--- src/rtl/sd_cmd_tx.sv ---
`default_nettype none
// ============================================================================
// Module   : sd_cmd_tx
// Purpose  : Serialises one 48-bit SD-bus command frame onto the CMD line:
//            start bit, transmission bit, 6-bit index, 32-bit argument,
//            serially computed CRC7 and end bit. One bit is driven per
//            istrobe, which is a one-iclk-cycle enable derived from the SD
//            clock divider. After the end bit the line is released for NCC
//            strobe periods before completion is signalled.
// Revision : 1.0 - initial release
// ----------------------------------------------------------------------------
// Parameters
//   NCC      released-line strobe periods after the end bit (1..255)
// Ports
//   iclk     in   1  system clock, rising edge
//   irst_n   in   1  asynchronous active-low reset
//   istrobe  in   1  SD-clock bit enable, one iclk cycle per SD-clock period
//   istart   in   1  command request, accepted while idle
//   iindex   in   6  command index, latched on acceptance
//   iarg     in  32  command argument, latched on acceptance
//   ocmd     out  1  CMD line data (registered, idles high)
//   ocmd_oe  out  1  CMD pad output enable (registered, 1 = drive)
//   obusy    out  1  high from the cycle after acceptance until completion
//   odone    out  1  one-cycle completion pulse
// ============================================================================
module sd_cmd_tx #(
  parameter int NCC = 8
) (
  input  logic        iclk,
  input  logic        irst_n,
  input  logic        istrobe,
  input  logic        istart,
  input  logic [5:0]  iindex,
  input  logic [31:0] iarg,
  output logic        ocmd,
  output logic        ocmd_oe,
  output logic        obusy,
  output logic        odone
);

  // --------------------------------------------------------------------------
  // Constants
  // --------------------------------------------------------------------------
  localparam logic [1:0] IDLE = 2'd0;  // waiting for istart
  localparam logic [1:0] WAIT = 2'd1;  // accepted, waiting for the first strobe
  localparam logic [1:0] SEND = 2'd2;  // driving bits 47..0
  localparam logic [1:0] GAP  = 2'd3;  // line released, counting NCC strobes

  localparam logic [5:0] FIRST_BIT   = 6'd47;
  // bit_cnt holds the index of the bit currently on the line; the next bit
  // is a header bit while bit_cnt is above this value.
  localparam logic [5:0] LAST_HDR    = 6'd8;
  localparam logic [5:0] LAST_CRC    = 6'd1;
  localparam logic [7:0] GAP_LAST    = 8'(NCC - 1);
  localparam logic [6:0] CRC7_POLY   = 7'h09;

  // --------------------------------------------------------------------------
  // State
  // --------------------------------------------------------------------------
  logic [1:0]  state;
  logic [39:0] hdr;       // header shift register, MSB is the next header bit
  logic [6:0]  crc;       // CRC7 accumulator, then CRC output shift register
  logic [5:0]  bit_cnt;   // index of the bit currently driven on ocmd
  logic [7:0]  gap_cnt;   // strobes seen so far in GAP

  // CRC7 (x^7 + x^3 + 1) single-bit update
  function automatic logic [6:0] crc7_next(input logic [6:0] c, input logic b);
    logic fb;
    fb = b ^ c[6];
    return {c[5:0], 1'b0} ^ (fb ? CRC7_POLY : 7'h00);
  endfunction

  // Header-bit step shared by WAIT (start bit) and SEND (remaining header)
  logic [6:0]  crc_fold;
  logic [39:0] hdr_shift;

  always_comb begin
    crc_fold  = crc7_next(crc, hdr[39]);
    hdr_shift = {hdr[38:0], 1'b0};
  end

  // --------------------------------------------------------------------------
  // Main sequencer
  // --------------------------------------------------------------------------
  always_ff @(posedge iclk or negedge irst_n) begin
    if (!irst_n) begin
      state   <= IDLE;
      hdr     <= '0;
      crc     <= '0;
      bit_cnt <= '0;
      gap_cnt <= '0;
      ocmd    <= 1'b1;
      ocmd_oe <= 1'b0;
      obusy   <= 1'b0;
      odone   <= 1'b0;
    end else begin
      // odone is a single-cycle pulse
      odone <= 1'b0;

      case (state)
        IDLE: begin
          // A strobe in the acceptance cycle is deliberately ignored so the
          // start bit always gets a full SD-clock period.
          if (istart) begin
            hdr   <= {1'b0, 1'b1, iindex, iarg};
            crc   <= '0;
            obusy <= 1'b1;
            state <= WAIT;
          end
        end

        WAIT: begin
          if (istrobe) begin
            ocmd    <= hdr[39];
            ocmd_oe <= 1'b1;
            crc     <= crc_fold;
            hdr     <= hdr_shift;
            bit_cnt <= FIRST_BIT;
            state   <= SEND;
          end
        end

        SEND: begin
          if (istrobe) begin
            if (bit_cnt == 6'd0) begin
              // End bit has had its full period: release the line.
              ocmd    <= 1'b1;
              ocmd_oe <= 1'b0;
              gap_cnt <= '0;
              state   <= GAP;
            end else if (bit_cnt > LAST_HDR) begin
              // Next bit is still header: drive it and fold it into the CRC.
              ocmd    <= hdr[39];
              crc     <= crc_fold;
              hdr     <= hdr_shift;
              bit_cnt <= bit_cnt - 6'd1;
            end else if (bit_cnt > LAST_CRC) begin
              // CRC is complete; shift it out MSB first.
              ocmd    <= crc[6];
              crc     <= {crc[5:0], 1'b0};
              bit_cnt <= bit_cnt - 6'd1;
            end else begin
              // End bit
              ocmd    <= 1'b1;
              bit_cnt <= 6'd0;
            end
          end
        end

        GAP: begin
          if (istrobe) begin
            if (gap_cnt == GAP_LAST) begin
              odone <= 1'b1;
              obusy <= 1'b0;
              state <= IDLE;
            end else begin
              gap_cnt <= gap_cnt + 8'd1;
            end
          end
        end

        default: state <= IDLE;
      endcase
    end
  end

endmodule
`default_nettype wire

--- config.mk ---
export PLATFORM = sky130hd
export DESIGN_NAME = sd_cmd_tx
export DESIGN_NICKNAME = d
export VERILOG_FILES = /design/src/rtl/sd_cmd_tx.sv
export SDC_FILE = /design/constraint.sdc
export NUM_CORES = 1
export LEC_CHECK = 0
export CORE_MARGIN = 8
export CORE_UTILIZATION = 50
export DETAILED_ROUTE_END_ITERATION = 10
export GPL_TIMING_DRIVEN = 0
export PLACE_DENSITY = 0.76
export REMOVE_ABC_BUFFERS = 1
export SETUP_SLACK_MARGIN = 0.3
export SLEW_MARGIN = 20
export SYNTH_ARGS = -nofsm -noshare
export SYNTH_HDL_FRONTEND = slang
export SYNTH_SLANG_ARGS = --single-unit
--- constraint.sdc ---
create_clock -name iclk -period 2.11 [get_ports iclk]
set_input_delay 0.3165 -clock iclk [delete_from_list [all_inputs] [get_ports iclk]]
set_output_delay 0.3165 -clock iclk [all_outputs]
set_load 0.02 [all_outputs]
After elaboration in Yosys (flattened, before gate mapping)
Index checks and enable logic that the tools add are counted.
{"block": "op_classes", "n_eq_ne": 14, "muxes": 49, "reduce_logical": 14, "order_cmp": 2, "n_addsub": 2, "bitwise": 2}
{"cell": "40-bit two-way mux", "count": 5}
{"cell": "40-bit one-hot mux with 3 select lines", "count": 1}
{"cell": "7-bit two-way mux", "count": 6}
{"cell": "8-bit two-way mux", "count": 4}
{"cell": "6-bit two-way mux", "count": 5}
{"cell": "7-bit one-hot mux with 3 select lines", "count": 1}
{"cell": "2-bit inequality test, second input constant", "count": 9}
{"cell": "6-bit AND reduction", "count": 3}
{"cell": "8-bit one-hot mux with 2 select lines", "count": 1}
{"cell": "1-bit two-way mux", "count": 14}
{"cell": "2-bit two-way mux", "count": 6}
{"cell": "6-bit one-hot mux with 2 select lines", "count": 1}
{"cell": "4-bit AND reduction", "count": 3}
{"cell": "8-bit by 1-bit adder with 8-bit output, second input constant", "count": 1}
{"cell": "8-bit by 3-bit equality test with 1-bit output, second input constant", "count": 1}
{"cell": "2-bit one-hot mux with 4 select lines", "count": 1}
{"cell": "7-bit by 4-bit bitwise XOR with 7-bit output", "count": 1}
{"cell": "6-bit by 1-bit greater-than comparator with 1-bit output, second input constant", "count": 1}
{"cell": "6-bit by 4-bit greater-than comparator with 1-bit output, second input constant", "count": 1}
{"cell": "6-bit zero test", "count": 1}
{"cell": "1-bit one-hot mux with 2 select lines", "count": 3}
{"cell": "2-bit nonzero test", "count": 3}
{"cell": "6-bit by 1-bit subtractor with 6-bit output, second input constant", "count": 1}
{"cell": "5-bit AND reduction", "count": 1}
{"cell": "8 further kinds", "count": 9}
{"block": "word_totals", "wordCells": 92, "ff_bits": 67, "out_inout_bits": 4, "input_bits": 42}

Longest topological paths before layout
{"block": "depth", "depth_word": 7, "depth_mapped": 9, "mapped_depth_nobuf": 6}

Worst setup path before layout
Ideal clock, no wire load.
{"block": "synth_path", "path_kind": "register to register", "start": "reg state[0]", "end": "reg hdr[0]", "path_buffers": 2, "synth_period_minus_slack_ps": 2092, "path_slack_ps": 18, "arrival_ps": 1967, "t_required_ps": 1985, "stages_incl_launch_ff": 9, "setup_time_ps": 125, "path_cell_list": "dfrtp_1 > inv_1 > ha_1 > buf_2 > nor2_1 > o22ai_1 > a2111o_1 > buf_6 > mux2_4"}
{"block": "synth_between", "elab_chain_len": 3, "word_cells_on_any_way": 11, "cone_classes": "eq/ne: 7; mux: 1; reduce/logical: 3"}
{"item": "from (decl)", "line": "60", "rtl": "logic [1:0] state;"}
{"item": "from (signal assigned)", "line": "87", "rtl": "state <= IDLE;"}
{"item": "from (signal assigned)", "line": "108", "rtl": "state <= WAIT;"}
{"item": "from (signal assigned)", "line": "119", "rtl": "state <= SEND;"}
{"item": "2-bit equality test, or another cell as far along", "line": "100", "rtl": "case (state)"}
{"item": "2-bit inequality test (no source line) / 3-bit nonzero test (equally long branches)"}
{"item": "6-bit AND reduction (no source line)"}
{"item": "to (signal assigned)", "line": "105", "rtl": "hdr <= {1'b0, 1'b1, iindex, iarg};"}
{"item": "to (signal assigned)", "line": "117", "rtl": "hdr <= hdr_shift;"}
{"item": "to (signal assigned)", "line": "135", "rtl": "hdr <= hdr_shift;"}
{"item": "to (decl)", "line": "61", "rtl": "logic [39:0] hdr;"}
Several ways; a longest one is shown, not always the timed one.
A chain may end at the register's enable or synchronous reset.

Final worst setup path
{"block": "layout_path", "start": "reg bit_cnt[2]", "end": "reg hdr[2]"}
{"block": "layout_between", "elab_chain_len": 3, "word_cells_on_any_way": 5, "cone_classes": "order compare: 1; eq/ne: 2; reduce/logical: 2"}
{"item": "from (decl)", "line": "63", "rtl": "logic [5:0] bit_cnt;"}
{"item": "from (signal assigned)", "line": "136", "rtl": "bit_cnt <= bit_cnt - 6'd1;"}
{"item": "from (signal assigned)", "line": "141", "rtl": "bit_cnt <= bit_cnt - 6'd1;"}
{"item": "6-bit by 4-bit greater-than comparator with 1-bit output / 6-bit zero test (equally long branches)", "line": "131, 125"}
{"item": "2-bit inequality test (no source line)"}
{"item": "6-bit AND reduction (no source line) (*)"}
Every way passes the cells marked *; elsewhere a longest branch is shown, timed or not.

==> metrics.yaml <==
status:
  status: "complete, but fails checks"
  violations: "negative setup slack"
place:
  portBuffers: 45
  dp.cells: 436
  place.gp.congestion: 0.757
  postPlaceCellArea_um2: 4290
  place_hpwl_um: 4940
floorplanning:
  start_util_pct: 51.6
  core_area_um2: 7250
  floorplan.rows: 31
  die-height_um: 102
  die_w_um: 102
  io-pin-count: 46
  dieArea_um2: 10500
pwr:
  power_frac_seq_pct: 38.8
  ir_worst_vdd_mv: 0.468
  power.leakage_uw: 0.00249
  swShare_pct: 26.4
  power_switching_uw: 1190
  internal_power_uw: 3320
  finalPower_uw: 4500
  powerDensity_nw_per_um2: 870
  pwr-share-clk_pct: 31.3
  comb_power_share_pct: 29.9
synth:
  ys_async_sr_fraction_pct: 100
  ys_ff_latch: 67
  seq_area_frac_synth_pct: 44.9
  yosysUniqueCellTypes: 45
  synth-edff-count: 0
  postSynthCellCount: 307
  syn_area_um2: 3740
  synth_ff_type: "dfrtp_1"
  synth_warnings: 0
  syn_avg_cell_area_um2: 12.2
drt:
  vias_per_cell: 5.59
  drc: 0
  dr.pass1.iters: 4
  drt_iter0_drc: 98
  post_drt_wl_per_cell_um: 18.0
  wl_um: 8880
  vias: 2756
  ant_nets: 0
finish:
  syn2layout_area_growth_pct: 38.5
  final_cell_mix: "65 x dfrtp_1, 42 x clkdlybuf4s50_1, 40 x mux2_4"
  final_nets: 438
  antenna_cells: 0
  layout_commonest_cell: "dfrtp_1"
  drive_gt1_share_pct: 41.6
  fin_cells: 493
  final_cell_area_um2: 5180
timing:
  rsz0062_at_grt: "true"
  drv_slew: 0
  postLayoutSetupSlackWorst_ns: -0.00529
  hold_viol: 0
  fin_crit_ns: 2.12
  fin_crit_sh_pct: 100
  finClkSkew_ns: 0.00811
  fmax_mhz: 473
  setup_viol: 7
  slew_headroom_pct: 60.8
  tightest_slew_ns: 0.589
setup_path:
  r2r_setup_slack_ns: -0.005
  critPathSlowestCell: "a2111o_2"
  cp_data_required_time_ns: 2.34
  reg2regPathDepth: 6
  crit_buf_inv: 2
  cp-end-kind: "flop"
  r2r_end: "hdr[2]$_DFFE_PN0P_"
  rr_startpoint: "bit_cnt[2]$_DFFE_PN0P_"
  slowest_delay_ns: 0.59
  path_cells: "nand2b_4 > a21oi_4 > a2111o_2 > buf_12 > buf_16 > mux2_4"
  critical_path_arrival_ns: 2.34
  crit_path_max_fanout: 7
  start_kind: "flop"
  cp_top_family: "compound AO/OA/AOI/OAI gates"
  path_class: "reg -> reg"
job:
  maxCapViolations: 0
global_routing:
  grt_pass1_vias: 3030
  grt_pass1_wl_um: 14600
  grt_overflow: 0
  grt_max_degree: 55
  grt_usage_pct: 17.9
  grt_antenna_before_repair: 0
clock_tree:
  clkSinkCount: 67
  cts_tree: "yes"
  root_buffer: "clkbuf_8"
  cts_buffers: 9
  cts_max_path_buffers: 2
  cts.clk_slew.worst_paths_ns: 0.08
  clk_latency_ns: 0.35
  h-tree-depth: 3
hold_path:
  holdCritPathClass: "in -> async"
power groups by stage:
stage | sequential, uW | clock [uW] | combinational (uW)
3_5_place_dp | 1750 | 0 | 1060
2_1_floorplan | 1700 | 0 | 825
5_1_grt | 1780 | 1480 | 1440
6_report | 1750 | 1410 | 1350
3_3_place_gp | 1740 | 0 | 1020
4_1_cts | 1730 | 1430 | 1290
worst max path at each step:
stage,depth (start not counted),endpoint,from
finish,6,hdr[2]$_DFFE_PN0P_,bit_cnt[2]$_DFFE_PN0P_
global route,8,hdr[27]$_DFFE_PN0P_,state[1]$_DFFE_PN0P_
CTS,8,hdr[27]$_DFFE_PN0P_,state[1]$_DFFE_PN0P_
detailed placement,5,hdr[36]$_DFFE_PN0P_,istrobe
global placement,4,hdr[32]$_DFFE_PN0P_,istrobe
floorplan,6,hdr[0]$_DFFE_PN0P_,state[0]$_DFFE_PN0P_
cells in the mapped netlist (2+ instances only):
library cell	n	area, um^2
dfrtp_1	66	1650
mux2_4	39	586
mux2_2	38	428
nand2_1	21	78.8
inv_1	19	71.3
clkbuf_1	11	41.3
mux2i_1	11	110
nor2_1	10	37.5
a22o_1	8	70.1
ha_1	7	87.6
nor3_1	6	30.0
o21ai_0	6	30.0
a31oi_1	5	31.3
buf_6	5	56.3
nand4_1	5	31.3
a21oi_1	4	20.0
o22ai_1	4	25.0
nand2b_1	3	18.8
nand3_1	3	15.0
nor4_1	3	18.8
o21a_1	3	22.5
and3_1	2	12.5
buf_2	2	10.0
nor2b_1	2	12.5
o211ai_1	2	15.0
o41ai_1	2	17.5
or2_1	2	12.5
metrics by stage:
step | TNS, ns | hold slack [ns] | worst slack (ns) | utilization, %
CTS | 0 | 0.355 | 0.0510 | 70.2
floorplan | -45.42 | 0.0209 | -1.02 | -
detailed placement | -32.43 | 0.189 | -0.793 | 59.1
global placement | -179.09 | 0.476 | -1.62 | 58.0
finish | -0.0180 | 0.357 | -0.00529 | 71.4
global route | -1.30 | 0.357 | -0.0499 | 71.4
repair_timing:
| action | CTS | global route |
|---|---|---|
| setup buffers | 29 | 6 |
| hold endpoints to repair | 12 | 0 |
| hold buffers | 1 | 0 |
| gates resized for setup | 39 | 9 |
| cloned | 5 | 0 |
| endpoints found under the setup margin | 64 | 61 |
| pin swaps | 10 | 5 |
cell families after synthesis:
| group | synth area share (%) |
|---|---|
| xor gates and xnor gates | 0.234 |
| and+or+nand+nor | 8.87 |
| adders and majority gates | 2.34 |
| DFF | 44.9 |
| muxes | 30.3 |
| AOI/OAI and AO/OA | 8.57 |
| buffers and inverters | 4.78 |
routing by layer:
metal	vias up	global-route usage [%]	share of wire, %
li1	1275	-	-
met1	1380	20.3	42
met2	85	30.1	50
met3	16	6.34	6.0
met4	0	7.00	2.0
met5	-	0	0
cell type report:
type	instances	area (um^2)
Clock buffer	11	131
Clock inverter	5	125
Fill cell	493	2070
Inverter	19	71.3
Multi-Input combinational cell	203	2050
Sequential cell	67	1680
Tap cell	99	124
Timing Repair Buffer	89	995
registers in the layout, indices dropped and copies added, names as in the netlist, 2 cells and up:
signal	count
bit_cnt	6
crc	7
gap_cnt	8
hdr	40
state	2
Note: power is estimated with default switching activity, not from simulation.
